$ cat config.mk
export PLATFORM = sky130hd
export DESIGN_NAME = dense_activate_pipe_flat
export DESIGN_NICKNAME = d
export VERILOG_FILES = /design/src/rtl/dense_pipe_pkg.sv /design/src/rtl/dense_activate_pipe_if.sv /design/src/rtl/pipe_fifo.sv /design/src/rtl/dense_activate_pipe.sv /design/src/flat_wrapper.sv
export SDC_FILE = /design/constraint.sdc
export NUM_CORES = 1
export LEC_CHECK = 0
export CAP_MARGIN = 20
export CORE_AREA = 2 2 219 221
export DETAILED_ROUTE_END_ITERATION = 8
export DIE_AREA = 0 0 221 223
export GPL_TIMING_DRIVEN = 0
export PLACE_DENSITY = 0.81
export SLEW_MARGIN = 20
export SYNTH_ARGS = -nofsm -noshare
export SYNTH_HDL_FRONTEND = slang
export SYNTH_SLANG_ARGS = --single-unit
$ cat constraint.sdc
create_clock -name clk -period 2.8 [get_ports clk]
set_clock_uncertainty 0.05 [all_clocks]
set_input_delay 0.42 -clock clk [delete_from_list [all_inputs] [get_ports clk]]
set_output_delay 0.42 -clock clk [all_outputs]
set_load 0.05 [all_outputs]
$ cat src/rtl/dense_pipe_pkg.sv
// Shared widths and the dense->activate stage bundle type.
// The bundle is stored in the buffer as one packed word.
package dense_pipe_pkg;
    localparam int SIZE            = 3;
    localparam int DATA_SIZE       = 16;
    localparam int COST_TYPE_SIZE  = 8;
    localparam int DENSE_TYPE_SIZE = 4;
    localparam int ACT_TYPE_SIZE   = 4;
    localparam int VEC_W           = DATA_SIZE * SIZE;
    localparam int IDX_W           = 32;

    typedef struct packed {
        logic [ACT_TYPE_SIZE-1:0]   act_type;
        logic [DENSE_TYPE_SIZE-1:0] dense_type;
        logic [COST_TYPE_SIZE-1:0]  cost_type;
        logic [VEC_W-1:0]           w;
        logic [VEC_W-1:0]           y;
        logic [VEC_W-1:0]           x;
        logic [VEC_W-1:0]           label;
        logic [IDX_W-1:0]           w_layer_index;
        logic [IDX_W-1:0]           w_row_index;
        logic                       is_update;
        logic                       backprop_cost;
    } dense_act_bundle_t;

    function automatic int bundle_width();
        return $bits(dense_act_bundle_t);
    endfunction
endpackage

$ cat src/rtl/dense_activate_pipe_if.sv
// Upstream bundle, downstream head copy, flush and occupancy between the
// dense stage, the pipe and the activate stage.
interface dense_activate_pipe_if #(parameter int DEPTH = 2) ();
    import dense_pipe_pkg::*;

    logic                       flush;
    logic                       in_valid;
    logic                       in_ready;
    logic [ACT_TYPE_SIZE-1:0]   act_type;
    logic [DENSE_TYPE_SIZE-1:0] dense_type;
    logic [COST_TYPE_SIZE-1:0]  cost_type;
    logic [VEC_W-1:0]           w;
    logic [VEC_W-1:0]           y;
    logic [VEC_W-1:0]           x;
    logic [VEC_W-1:0]           label;
    logic [IDX_W-1:0]           w_layer_index;
    logic [IDX_W-1:0]           w_row_index;
    logic                       is_update;
    logic                       backprop_cost;

    logic                       out_valid;
    logic                       out_ready;
    logic [ACT_TYPE_SIZE-1:0]   act_type_out;
    logic [DENSE_TYPE_SIZE-1:0] dense_type_out;
    logic [COST_TYPE_SIZE-1:0]  cost_type_out;
    logic [VEC_W-1:0]           w_out;
    logic [VEC_W-1:0]           y_out;
    logic [VEC_W-1:0]           x_out;
    logic [VEC_W-1:0]           label_out;
    logic [IDX_W-1:0]           w_layer_index_out;
    logic [IDX_W-1:0]           w_row_index_out;
    logic                       is_update_out;
    logic                       backprop_cost_out;
    logic [$clog2(DEPTH+1)-1:0] count;

    modport master (
        output flush, in_valid, act_type, dense_type, cost_type, w, y, x, label,
               w_layer_index, w_row_index, is_update, backprop_cost, out_ready,
        input  in_ready, out_valid, act_type_out, dense_type_out, cost_type_out,
               w_out, y_out, x_out, label_out, w_layer_index_out, w_row_index_out,
               is_update_out, backprop_cost_out, count
    );

    modport slave (
        input  flush, in_valid, act_type, dense_type, cost_type, w, y, x, label,
               w_layer_index, w_row_index, is_update, backprop_cost, out_ready,
        output in_ready, out_valid, act_type_out, dense_type_out, cost_type_out,
               w_out, y_out, x_out, label_out, w_layer_index_out, w_row_index_out,
               is_update_out, backprop_cost_out, count
    );
endinterface

$ cat src/rtl/pipe_fifo.sv
// In-order DEPTH-entry buffer with valid/ready on both sides and sync flush.
// Ready depends only on occupancy, so there is no path from out_ready to in_ready.
module pipe_fifo #(
    parameter  int WIDTH = 8,
    parameter  int DEPTH = 2,
    localparam int PW    = (DEPTH > 1) ? $clog2(DEPTH) : 1,
    localparam int CW    = $clog2(DEPTH + 1)
) (
    input  logic             clk,
    input  logic             rst_n,
    input  logic             flush,
    input  logic             in_valid,
    output logic             in_ready,
    input  logic [WIDTH-1:0] in_data,
    output logic             out_valid,
    input  logic             out_ready,
    output logic [WIDTH-1:0] out_data,
    output logic [CW-1:0]    count
);
    logic [WIDTH-1:0] mem [DEPTH];
    logic [PW-1:0]    wr_ptr;
    logic [PW-1:0]    rd_ptr;
    logic             push;
    logic             pop;

    // Wrap on DEPTH-1 explicitly so non power-of-two depths work.
    function automatic logic [PW-1:0] ptr_inc(input logic [PW-1:0] p);
        return (p == PW'(DEPTH - 1)) ? '0 : p + 1'b1;
    endfunction

    assign in_ready  = (count != CW'(DEPTH));
    assign out_valid = (count != '0);
    assign push      = in_valid & in_ready & ~flush;
    assign pop       = out_valid & out_ready & ~flush;
    assign out_data  = mem[rd_ptr];

    always_ff @(posedge clk or negedge rst_n) begin
        if (!rst_n) begin
            wr_ptr <= '0;
            rd_ptr <= '0;
            count  <= '0;
            for (int i = 0; i < DEPTH; i++) mem[i] <= '0;
        end else if (flush) begin
            // Storage is intentionally left as-is; only bookkeeping clears.
            wr_ptr <= '0;
            rd_ptr <= '0;
            count  <= '0;
        end else begin
            if (push) begin
                mem[wr_ptr] <= in_data;
                wr_ptr      <= ptr_inc(wr_ptr);
            end
            if (pop) rd_ptr <= ptr_inc(rd_ptr);
            if (push && !pop)      count <= count + 1'b1;
            else if (!push && pop) count <= count - 1'b1;
        end
    end
endmodule

$ cat src/rtl/dense_activate_pipe.sv
// Elastic register between dense and activate: packs the stage bundle into
// one word, buffers it in pipe_fifo and presents the head entry field by field.
module dense_activate_pipe
    import dense_pipe_pkg::*;
#(
    parameter int DEPTH = 2
) (
    input  logic                  clk,
    input  logic                  rst_n,
    dense_activate_pipe_if.slave  bus
);
    localparam int BW = bundle_width();

    dense_act_bundle_t in_b;
    dense_act_bundle_t head;
    logic [$clog2(DEPTH+1)-1:0] count;

    assign in_b.act_type      = bus.act_type;
    assign in_b.dense_type    = bus.dense_type;
    assign in_b.cost_type     = bus.cost_type;
    assign in_b.w             = bus.w;
    assign in_b.y             = bus.y;
    assign in_b.x             = bus.x;
    assign in_b.label         = bus.label;
    assign in_b.w_layer_index = bus.w_layer_index;
    assign in_b.w_row_index   = bus.w_row_index;
    assign in_b.is_update     = bus.is_update;
    assign in_b.backprop_cost = bus.backprop_cost;

    pipe_fifo #(.WIDTH(BW), .DEPTH(DEPTH)) u_fifo (
        .clk       (clk),
        .rst_n     (rst_n),
        .flush     (bus.flush),
        .in_valid  (bus.in_valid),
        .in_ready  (bus.in_ready),
        .in_data   (in_b),
        .out_valid (bus.out_valid),
        .out_ready (bus.out_ready),
        .out_data  (head),
        .count     (count)
    );

    assign bus.count             = count;
    assign bus.act_type_out      = head.act_type;
    assign bus.dense_type_out    = head.dense_type;
    assign bus.cost_type_out     = head.cost_type;
    assign bus.w_out             = head.w;
    assign bus.y_out             = head.y;
    assign bus.x_out             = head.x;
    assign bus.label_out         = head.label;
    assign bus.w_layer_index_out = head.w_layer_index;
    assign bus.w_row_index_out   = head.w_row_index;
    assign bus.is_update_out     = head.is_update;
    assign bus.backprop_cost_out = head.backprop_cost;

    // Flush moves rd_ptr to 0, so stability only holds on a plain stall.
    a_stall_stable: assert property (@(posedge clk) disable iff (!rst_n)
        (bus.out_valid && !bus.out_ready && !bus.flush) |=> $stable(head));
    a_count_range: assert property (@(posedge clk) disable iff (!rst_n)
        count <= DEPTH);
    a_no_push_full: assert property (@(posedge clk) disable iff (!rst_n)
        (!bus.in_ready && !bus.flush) |=> (count <= $past(count)));
endmodule

$ cat src/flat_wrapper.sv
// flat-port wrapper written by rule: the top's interface ports become plain ports
module dense_activate_pipe_flat import dense_pipe_pkg::*;
#(
    parameter int DEPTH = 2
)
  (clk, rst_n, bus_flush, bus_in_valid, bus_act_type, bus_dense_type, bus_cost_type, bus_w, bus_y, bus_x, bus_label, bus_w_layer_index, bus_w_row_index, bus_is_update, bus_backprop_cost, bus_out_ready, bus_in_ready, bus_out_valid, bus_act_type_out, bus_dense_type_out, bus_cost_type_out, bus_w_out, bus_y_out, bus_x_out, bus_label_out, bus_w_layer_index_out, bus_w_row_index_out, bus_is_update_out, bus_backprop_cost_out, bus_count);
  dense_activate_pipe_if #(.DEPTH(DEPTH)) bus_i ();
  input  logic clk;
  input  logic rst_n;
  input wire logic [$bits(bus_i.flush)-1:0] bus_flush;
  input wire logic [$bits(bus_i.in_valid)-1:0] bus_in_valid;
  input wire logic [$bits(bus_i.act_type)-1:0] bus_act_type;
  input wire logic [$bits(bus_i.dense_type)-1:0] bus_dense_type;
  input wire logic [$bits(bus_i.cost_type)-1:0] bus_cost_type;
  input wire logic [$bits(bus_i.w)-1:0] bus_w;
  input wire logic [$bits(bus_i.y)-1:0] bus_y;
  input wire logic [$bits(bus_i.x)-1:0] bus_x;
  input wire logic [$bits(bus_i.label)-1:0] bus_label;
  input wire logic [$bits(bus_i.w_layer_index)-1:0] bus_w_layer_index;
  input wire logic [$bits(bus_i.w_row_index)-1:0] bus_w_row_index;
  input wire logic [$bits(bus_i.is_update)-1:0] bus_is_update;
  input wire logic [$bits(bus_i.backprop_cost)-1:0] bus_backprop_cost;
  input wire logic [$bits(bus_i.out_ready)-1:0] bus_out_ready;
  output wire logic [$bits(bus_i.in_ready)-1:0] bus_in_ready;
  output wire logic [$bits(bus_i.out_valid)-1:0] bus_out_valid;
  output wire logic [$bits(bus_i.act_type_out)-1:0] bus_act_type_out;
  output wire logic [$bits(bus_i.dense_type_out)-1:0] bus_dense_type_out;
  output wire logic [$bits(bus_i.cost_type_out)-1:0] bus_cost_type_out;
  output wire logic [$bits(bus_i.w_out)-1:0] bus_w_out;
  output wire logic [$bits(bus_i.y_out)-1:0] bus_y_out;
  output wire logic [$bits(bus_i.x_out)-1:0] bus_x_out;
  output wire logic [$bits(bus_i.label_out)-1:0] bus_label_out;
  output wire logic [$bits(bus_i.w_layer_index_out)-1:0] bus_w_layer_index_out;
  output wire logic [$bits(bus_i.w_row_index_out)-1:0] bus_w_row_index_out;
  output wire logic [$bits(bus_i.is_update_out)-1:0] bus_is_update_out;
  output wire logic [$bits(bus_i.backprop_cost_out)-1:0] bus_backprop_cost_out;
  output wire logic [$bits(bus_i.count)-1:0] bus_count;
  assign bus_i.flush = bus_flush;
  assign bus_i.in_valid = bus_in_valid;
  assign bus_i.act_type = bus_act_type;
  assign bus_i.dense_type = bus_dense_type;
  assign bus_i.cost_type = bus_cost_type;
  assign bus_i.w = bus_w;
  assign bus_i.y = bus_y;
  assign bus_i.x = bus_x;
  assign bus_i.label = bus_label;
  assign bus_i.w_layer_index = bus_w_layer_index;
  assign bus_i.w_row_index = bus_w_row_index;
  assign bus_i.is_update = bus_is_update;
  assign bus_i.backprop_cost = bus_backprop_cost;
  assign bus_i.out_ready = bus_out_ready;
  assign bus_in_ready = bus_i.in_ready;
  assign bus_out_valid = bus_i.out_valid;
  assign bus_act_type_out = bus_i.act_type_out;
  assign bus_dense_type_out = bus_i.dense_type_out;
  assign bus_cost_type_out = bus_i.cost_type_out;
  assign bus_w_out = bus_i.w_out;
  assign bus_y_out = bus_i.y_out;
  assign bus_x_out = bus_i.x_out;
  assign bus_label_out = bus_i.label_out;
  assign bus_w_layer_index_out = bus_i.w_layer_index_out;
  assign bus_w_row_index_out = bus_i.w_row_index_out;
  assign bus_is_update_out = bus_i.is_update_out;
  assign bus_backprop_cost_out = bus_i.backprop_cost_out;
  assign bus_count = bus_i.count;
  dense_activate_pipe #(.DEPTH(DEPTH)) u_core (.clk(clk), .rst_n(rst_n), .bus(bus_i));
endmodule
# Word-level counts from Yosys, hierarchy flattened
# Cells that the tools add are included.
# classes
n_mux	15
n_eq_ne	1
n_addsub	4
bitwise	7
order_cmp	3
n_reduce_logical	10
# ops
cell	n
two-way mux 274 bit	4
bitwise mux 548 bit	1
demux 274 bit (select 1 bit)	1
two-way mux 1 bit	6
two-way mux 2 bit	3
nonzero test 2 bit	3
bitwise AND 1 bit	4
greater-or-equal comparator 2 bit (second input constant)	2
inverter 1 -> 2 bit	2
logical AND 1 bit	3
nonzero test 3 bit	1
adder 1 bit (second input constant)	2
adder 2 x 1 -> 2 bit (second input constant)	1
logical NOT 1 bit	2
< comparator 2 x 1 -> 1 bit (second input constant)	1
inequality test 2 bit (second input constant)	1
AND reduction 2 bit	1
subtractor 2 x 1 -> 2 bit (second input constant)	1
inverter 1 bit	1
# totals
regBits	552

# Logic depth before layout (Yosys ltp)
# Gate-level depths: netlist of run 1.
# logic_depth
ltp_word	8
ltp_mapped	6
ltp_nobuf	4

# Worst setup path before layout of run 1
# Ideal clock, no wire load.
# synth_timing
path_kind	flip-flop to flip-flop
startpoint	register u_core.u_fifo.count[1]
endpoint	register u_core.u_fifo.mem[213] (netlist name)
t_arrival_ps	2191
path_buffers	2
stages_incl_launch_ff	7
setup_ps	125
path_slack_ps	434
cell_sequence	dfrtp_1 > nor2b_1 > inv_1 > nand4b_1 > buf_2 > buf_4 > mux2_2
# synth_via
elab_chain_cells	4
# synth_rtl
element	line	rtl
start, declared	pipe_fifo.sv:18	output logic [CW-1:0] count
start signal, assigned	pipe_fifo.sv:54	if (push && !pop) count <= count + 1'b1;
start signal, assigned	pipe_fifo.sv:55	else if (!push && pop) count <= count - 1'b1;
inequality test 2 bit	pipe_fifo.sv:31	assign in_ready = (count != CW'(DEPTH));
net bus_in_ready	flat_wrapper.sv:24	output wire logic [$bits(bus_i.in_ready)-1:0] bus_in_ready;
bitwise AND 1 bit (2 in series)	pipe_fifo.sv:33	assign push = in_valid & in_ready & ~flush;
AND reduction 2 bit (no source line)	n/a	
end signal, assigned by index	pipe_fifo.sv:50	mem[wr_ptr] <= in_data;
end, declared	pipe_fifo.sv:20	logic [WIDTH-1:0] mem [DEPTH];
# The timed path passes the listed nets, and every way through them passes these cells.
# A chain may end at the register's enable or synchronous reset.

# Worst setup path in the final report of run 1
# layout_timing
startpoint	register u_core.u_fifo.rd_ptr
endpoint	output bus_x_out[10]
# layout_via
elab_chain_cells	4
# layout_rtl
element	line	rtl
start, declared	pipe_fifo.sv:22	logic [PW-1:0] rd_ptr;
start signal, assigned	pipe_fifo.sv:53	if (pop) rd_ptr <= ptr_inc(rd_ptr);
inverter 1 -> 2 bit (not written as such)	pipe_fifo.sv:35	assign out_data = mem[rd_ptr];
two-way mux 274 bit (not written as such) (3 in series)	pipe_fifo.sv:35	
end, declared	flat_wrapper.sv:31	output wire logic [$bits(bus_i.x_out)-1:0] bus_x_out;
# Every way passes these cells. The select of a mux whose other input is x is not followed.

==> results of run 1 <==
[through the flow]
step	std cells	utilization	setup TNS [ps]	total power, mW
floorplan	1486	-	0	17.86
global placement	2657	0.6371	-	20.93
detailed placement	2662	0.6402	-183350	21.26
CTS	2764	0.6848	-1235	28.47
global route	2775	0.6787	-14.82	29.26
finish	2778	0.6789	0	28.15
[per-layer routing]
layer | vias up | track usage | part of all wire
met3 | 137 | 0.07138 | 0.064
li1 | 6599 | - | -
met2 | 409 | 0.4377 | 0.51
met5 | - | 0 | 0.00048
met1 | 7646 | 0.2947 | 0.39
met4 | 4 | 0.1080 | 0.038
[cell families (layout without fill, tap and decap cells)]
kind of cell	after synthesis	in the layout	share of synthesized area
compound gates	8	8	0.001901
xor+xnor	1	1	0.0003696
buf+inv	93	756	0.02127
flops	552	552	0.5828
mux	823	823	0.3909
other cells	0	14	0
simple gates	9	9	0.002745
[layout by cell type, fill, tap and decap left out, types with 4 or more instances in the layout]
| master | netlist | final |
|---|---|---|
| mux2_2 | 822 | 822 |
| dfrtp_1 | 552 | 552 |
| clkdlybuf4s50_1 | 0 | 280 |
| clkdlybuf4s15_2 | 0 | 172 |
| buf_2 | 28 | 92 |
| clkbuf_16 | 0 | 59 |
| buf_4 | 32 | 41 |
| dlygate4sd2_1 | 0 | 25 |
| clkbuf_8 | 0 | 21 |
| clkbuf_2 | 0 | 16 |
| clkbuf_4 | 0 | 16 |
| diode_2 | 0 | 14 |
| clkbuf_1 | 31 | 13 |
| clkinv_2 | 0 | 9 |
| buf_16 | 0 | 5 |
| a21oi_1 | 4 | 4 |
[state kept, by name (all words and copies together), names as in the netlist]
name                  flops
u_core.u_fifo.wr_ptr      1
u_core.u_fifo.count       2
u_core.u_fifo.mem       548
u_core.u_fifo.rd_ptr      1
[final timing paths]
kind                                           to  slack [ps]  cells after the start
min in group clk           u_core.u_fifo.mem[123]         400                      2
setup / recovery                    bus_x_out[10]          80                      4
setup reg to reg           u_core.u_fifo.mem[104]         400                      6
hold / removal             u_core.u_fifo.mem[326]         340                      2
max in group asynchronous  u_core.u_fifo.mem[415]         980                      4
hold reg to reg             u_core.u_fifo.mem[23]         450                      1
[timing repair]
| item | in CTS | in global routing |
|---|---|---|
| gates resized for setup | 852 | 121 |
| endpoints found under the hold margin | 70 | 0 |
| setup buffers | 0 | 0 |
| setup endpoints to repair | 275 | 103 |
| hold buffers | 1 | 0 |
| pin swaps | 0 | 0 |
| cloned | 0 | 0 |
[report_power, final]
part	internal (mW)	total (mW)	switching [mW]
combinational	3.95	9.73	5.78
sequential	9.96	10.9	0.966
clock	4.40	7.48	3.09
total	18.3	28.1	9.84
[cell type report]
| cell class | instances | area (um^2) | area share |
|---|---|---|---|
| clock inverters | 12 | 91.34 | 0.002854 |
| flip-flops and latches | 552 | 13810 | 0.4316 |
| plain buffers | 90 | 619.3 | 0.01935 |
| inverters | 2 | 7.507 | 0.0002346 |
| clock buffers | 90 | 1773 | 0.05539 |
| well taps | 615 | 769.5 | 0.02404 |
| multi-input cells | 841 | 9385 | 0.2932 |
| diodes | 14 | 35.03 | 0.001095 |
| repair buffers | 562 | 5512 | 0.1722 |
==> results.cfg, run 1 <==
[routing]
ant_nets = 0
wl_mm = 62.65
vias = 14795
drc = 0
drt_iter0_drc = 657
vias_per_cell = 5.326
wl_per_cell_um = 22.55
dr.pass1.iters = 4

[clock_network]
clkLatencyLatePin_ps = 600
cts_buffer_depth = 3
htree_levels = 2
cts.reportedPaths.clkPinSlew_ps = 60
ctsRootBufferMaster = clkbuf_16
cts_buffers = 57
cts_tree = built
cts.sinks = 552

[timing]
fin_ws_ps = 78.87
grt_setup_unrepaired = true
finalHoldViolations = 0
maxSlewHeadroom = 0.5868
tightest_slew_ps = 622.2
hold-worst-slack_ps = 338.1
drv_slew = 0
fmax_mhz = 367.5
min_period_ps = 2721
fin_crit_sh = 0.9718
setup_viol = 0

[worst_setup_path]
required_ps = 2330
cp_top_family = buffers and inverters
start_kind = register
critPathKind = reg2out
critPathMaxStageDelay_ps = 430
critPathArrivalTime_ps = 2250
rr_startpoint = u_core.u_fifo.count[1]
crit_path_end_kind = output port
critPathMaxFanout = 10
critical_path.cell_chain = clkbuf_8, clkbuf_4, mux2_2, clkdlybuf4s15_2
worst_path_max_delay_cell = dfrtp_1
crit_start = u_core.u_fifo.rd_ptr
cp.buffers_inverters = 3

[power_and_ir_drop]
p_per_area_mw_per_mm2 = 879.4
vdd_drop_max_uv = 622.9
p_leak_nw = 13.69

[min_path]
hp-class = in2async

[synthesis]
synth_ff_type = dfrtp_1
synthTopCellsByCount = 822 x mux2_2, 552 x dfrtp_1, 32 x buf_4, 31 x clkbuf_1, 28 x buf_2
yosysTopAreaCell = dfrtp_1
yosys_warnings = 0
yosys.cell_types.count = 20
synth-edff-count = 0
yosysTopAreaCellShare = 0.5828
synthCells = 1486
synth.avg_cell_area_um2 = 15.95
synth_area_leaders = dfrtp_1 58%, mux2_2 39%, buf_4 1.0%, buf_2 0.59%, clkbuf_1 0.49%
synth-seq-cells = 552
synth_most_common_cell = mux2_2
ys_seq_area_frac = 0.5828
async_flop_share = 1.000
synth_nets = 1765
syn-cell-area_mm2 = 0.02370

[die]
design.die.area_mm2 = 0.04928
die_width_um = 221
chipHeight_um = 223
initial_core_util = 0.5028
core-area_mm2 = 0.04715
pin_count = 557
rows = 80

[cells_and_area]
drive_gt1_frac = 0.5863
final_nets = 2385
fin_area_mm2 = 0.03201
area_growth_pct = 35.03
fillers = 3336

[grt]
grt_pass1_vias = 16620
antenna_found_initial = 13
overflow = 0
grt_max_degree = 106
grt_pass1_wl_mm = 97.19
grt_use_total = 0.2529

[placed_design]
port-buffer-count = 556
gp_congestion = 0.8264
hpwlAfterDp_mm = 45.43
post_dp_cell_area_mm2 = 0.03018
pre_cts_ws_ps = -620.3

[job]
drv_cap = 0

[outcome]
run_status = finished clean
(Power assumes the default switching activity.)
==> run 2: changes to the inputs <==
CORE_AREA = 2 2 215 217   (was 2 2 219 221)
CTS_BUF_LIST = sky130_fd_sc_hd__clkbuf_4   (was not set)
DIE_AREA = 0 0 217 219   (was 0 0 221 223)
GPL_ROUTABILITY_DRIVEN = 0   (was not set)
PLACE_DENSITY = 0.84   (was 0.81)
==> run 2 against run 1 <==
Effect of this change: the flow now finishes with violations (setup timing); via count is 14% higher; final area is 8.8% higher; critical path depth is 1 higher; worst setup slack worse by 99 ps; non-clock buffer count is 249 higher; register-to-register slack worse by 190 ps; count of clock-buffer cells in the layout is 135 higher; total power is 4.3% higher; sequential power hardly changed; die area is 3.6% lower; largest power group unchanged.
==> results.cfg, run 2 (synthesis results as in run 1) <==
[grt]
grt_pass1_wl_mm = 109.9
grt_pass1_vias = 19126
grt_max_degree = 99
overflow = 0
antenna_found_initial = 6
grt_use_total = 0.3027

[cells_and_area]
multi_input_area_mm2 = 0.009419
layout_commonest_cell = mux2_2
final_cells = 3149
fillers = 2491
largest_register_ffs = 548
reg_top3 = u_core.u_fifo.mem x548, u_core.u_fifo.count x2
fin_area_mm2 = 0.03483
drive_gt1_frac = 0.5653
area_growth_pct = 46.93
final_nets = 2725
top_register = u_core.u_fifo.mem
utilization = 0.7724
final_cell_mix = 813 x mux2_2, 551 x dfrtp_1, 278 x clkdlybuf4s50_1
regArea_mm2 = 0.01381

[timing]
setup_viol = 18
grt_setup_unrepaired = true
finalHoldViolations = 0
fin_crit_sh = 1.007
fin_ws_ps = -20.58
drv_slew = 0
maxSlewHeadroom = 0.5668
fmax_mhz = 354.5
min_period_ps = 2821
tightest_slew_ps = 644.5

[placed_design]
port-buffer-count = 556
post_dp_cell_area_mm2 = 0.03019
pre_cts_ws_ps = -717.5
placed_cells = 2648
hpwlAfterDp_mm = 46.37

[die]
pin_count = 557
die_width_um = 217
core-area_mm2 = 0.04509
initial_core_util = 0.5257
chipHeight_um = 219
design.die.area_mm2 = 0.04752
rows = 78

[routing]
wl_per_cell_um = 23.36
vias_per_cell = 5.339
wl_mm = 73.58
drt_iter0_drc = 720
drc = 0
vias = 16814
ant_nets = 0
dr.pass1.iters = 5

[worst_setup_path]
cp.buffers_inverters = 4
cp_common_cell = clkbuf_16
worstReg2RegEnd = u_core.u_fifo.mem[532]
required_ps = 2330
crit_path_end_kind = output port
reg2reg_depth = 5
critPathCapture = bus_x_out[8]
rrSetupSlack_ps = 210
critPathMaxFanout = 6
worst_path_max_delay_cell = dfrtp_2
critical_path.cell_chain = buf_12, clkbuf_16, clkbuf_16, mux2_4, buf_8
critPathArrivalTime_ps = 2350
start_kind = register
crit_start = u_core.u_fifo.rd_ptr
critPathMaxStageDelay_ps = 430
cp_top_family = buffers and inverters
worst-path-stages = 5
rr_startpoint = u_core.u_fifo.count[1]
critPathKind = reg2out

[power_and_ir_drop]
p_per_area_mw_per_mm2 = 843.2
vdd_drop_max_uv = 680.2
p_leak_nw = 15.31
power_mw = 29.37

[job]
drv_cap = 0

[outcome]
run_status = finished, violations left
violations = setup timing

[clock_network]
cts.reportedPaths.clkPinSlew_ps = 80
cts_buffer_depth = 3
cts_buffers = 148
clkLatencyLatePin_ps = 910
cts.sinks = 552
cts_tree = built
ctsRootBufferMaster = clkbuf_4
htree_levels = 4

[min_path]
hp-class = in2reg
-- run 2: changes by cell type in the layout (fill, tap and decap cells not counted), sizes merged --
cell	delta
dlygate4sd3	+242
buf	+219
clkdlybuf4s15	-167
clkbuf	+115
dlygate4sd2	-24
diode	-7
clkinv	+4
bufinv	+3
clkdlybuf4s50	-2
inv	+2
dlymetal6s2s	+1
-- run 2: per-stage QoR --
step	hold slack, ps	TNS [ps]
4_1_cts	0.3034	-40360
2_1_floorplan	74.41	0
3_3_place_gp	430.6	-
5_1_grt	22.80	-19630
6_report	106.4	-167.4
3_5_place_dp	263.5	-228650
-- run 2: worst register-to-register path, delay by kind of cell (launching register included) --
family        cells  cell delay [ps]
buf+inv           2              840
flops             1              480
mux               1              380
simple gates      2              720
-- run 2: area by class of cell --
type | instances | area share
Antenna cell | 7 | 0.0005030
Inverter | 2 | 0.0002156
Tap cell | 600 | 0.02156
Sequential cell | 552 | 0.3967
Clock inverter | 21 | 0.005389
Buffer | 90 | 0.02845
Multi-Input combinational cell | 841 | 0.2705
Timing Repair Buffer | 811 | 0.2282
Clock buffer | 225 | 0.04850
-- run 2: worst min-delay path by stage --
| stage | depth (start not counted) | endpoint | from |
|---|---|---|---|
| 2_1_floorplan | 0 | u_core.u_fifo.count[0] | rst_n |
| 3_3_place_gp | 1 | u_core.u_fifo.mem[217] | u_core.u_fifo.mem[217] |
| 3_5_place_dp | 1 | u_core.u_fifo.mem[52] | rst_n |
| 4_1_cts | 2 | u_core.u_fifo.mem[313] | bus_w_layer_index[5] |
| 5_1_grt | 2 | u_core.u_fifo.mem[55] | bus_w_layer_index[21] |
| 6_report | 2 | u_core.u_fifo.mem[513] | bus_w[29] |
-- run 2: metal layers --
metal  routed length [um]  GRT usage  vias to the layer above
met5                    0          0                        -
met4                 3196     0.1505                        0
met3                 4681    0.09161                      185
met2                39080     0.5302                      623
met1                26620     0.3346                     8668
li1                     -          -                     7338
-- run 2: report_power, final --
group          total [mW]  internal [mW]  switching [mW]  leakage [nW]
logic                10.9           4.69            6.18          7.61
clock network        7.43           3.99            3.45          1.13
registers            11.1           9.96            1.11          6.58
-- run 2: repair_timing --
item | 4_1_cts | 5_1_grt
endpoints found under the hold margin | 645 | 0
hold buffers | 244 | 0
setup endpoints to repair | 278 | 321
resized for setup | 1557 | 419
cloned | 1 | 3
buffers inserted | 2 | 0
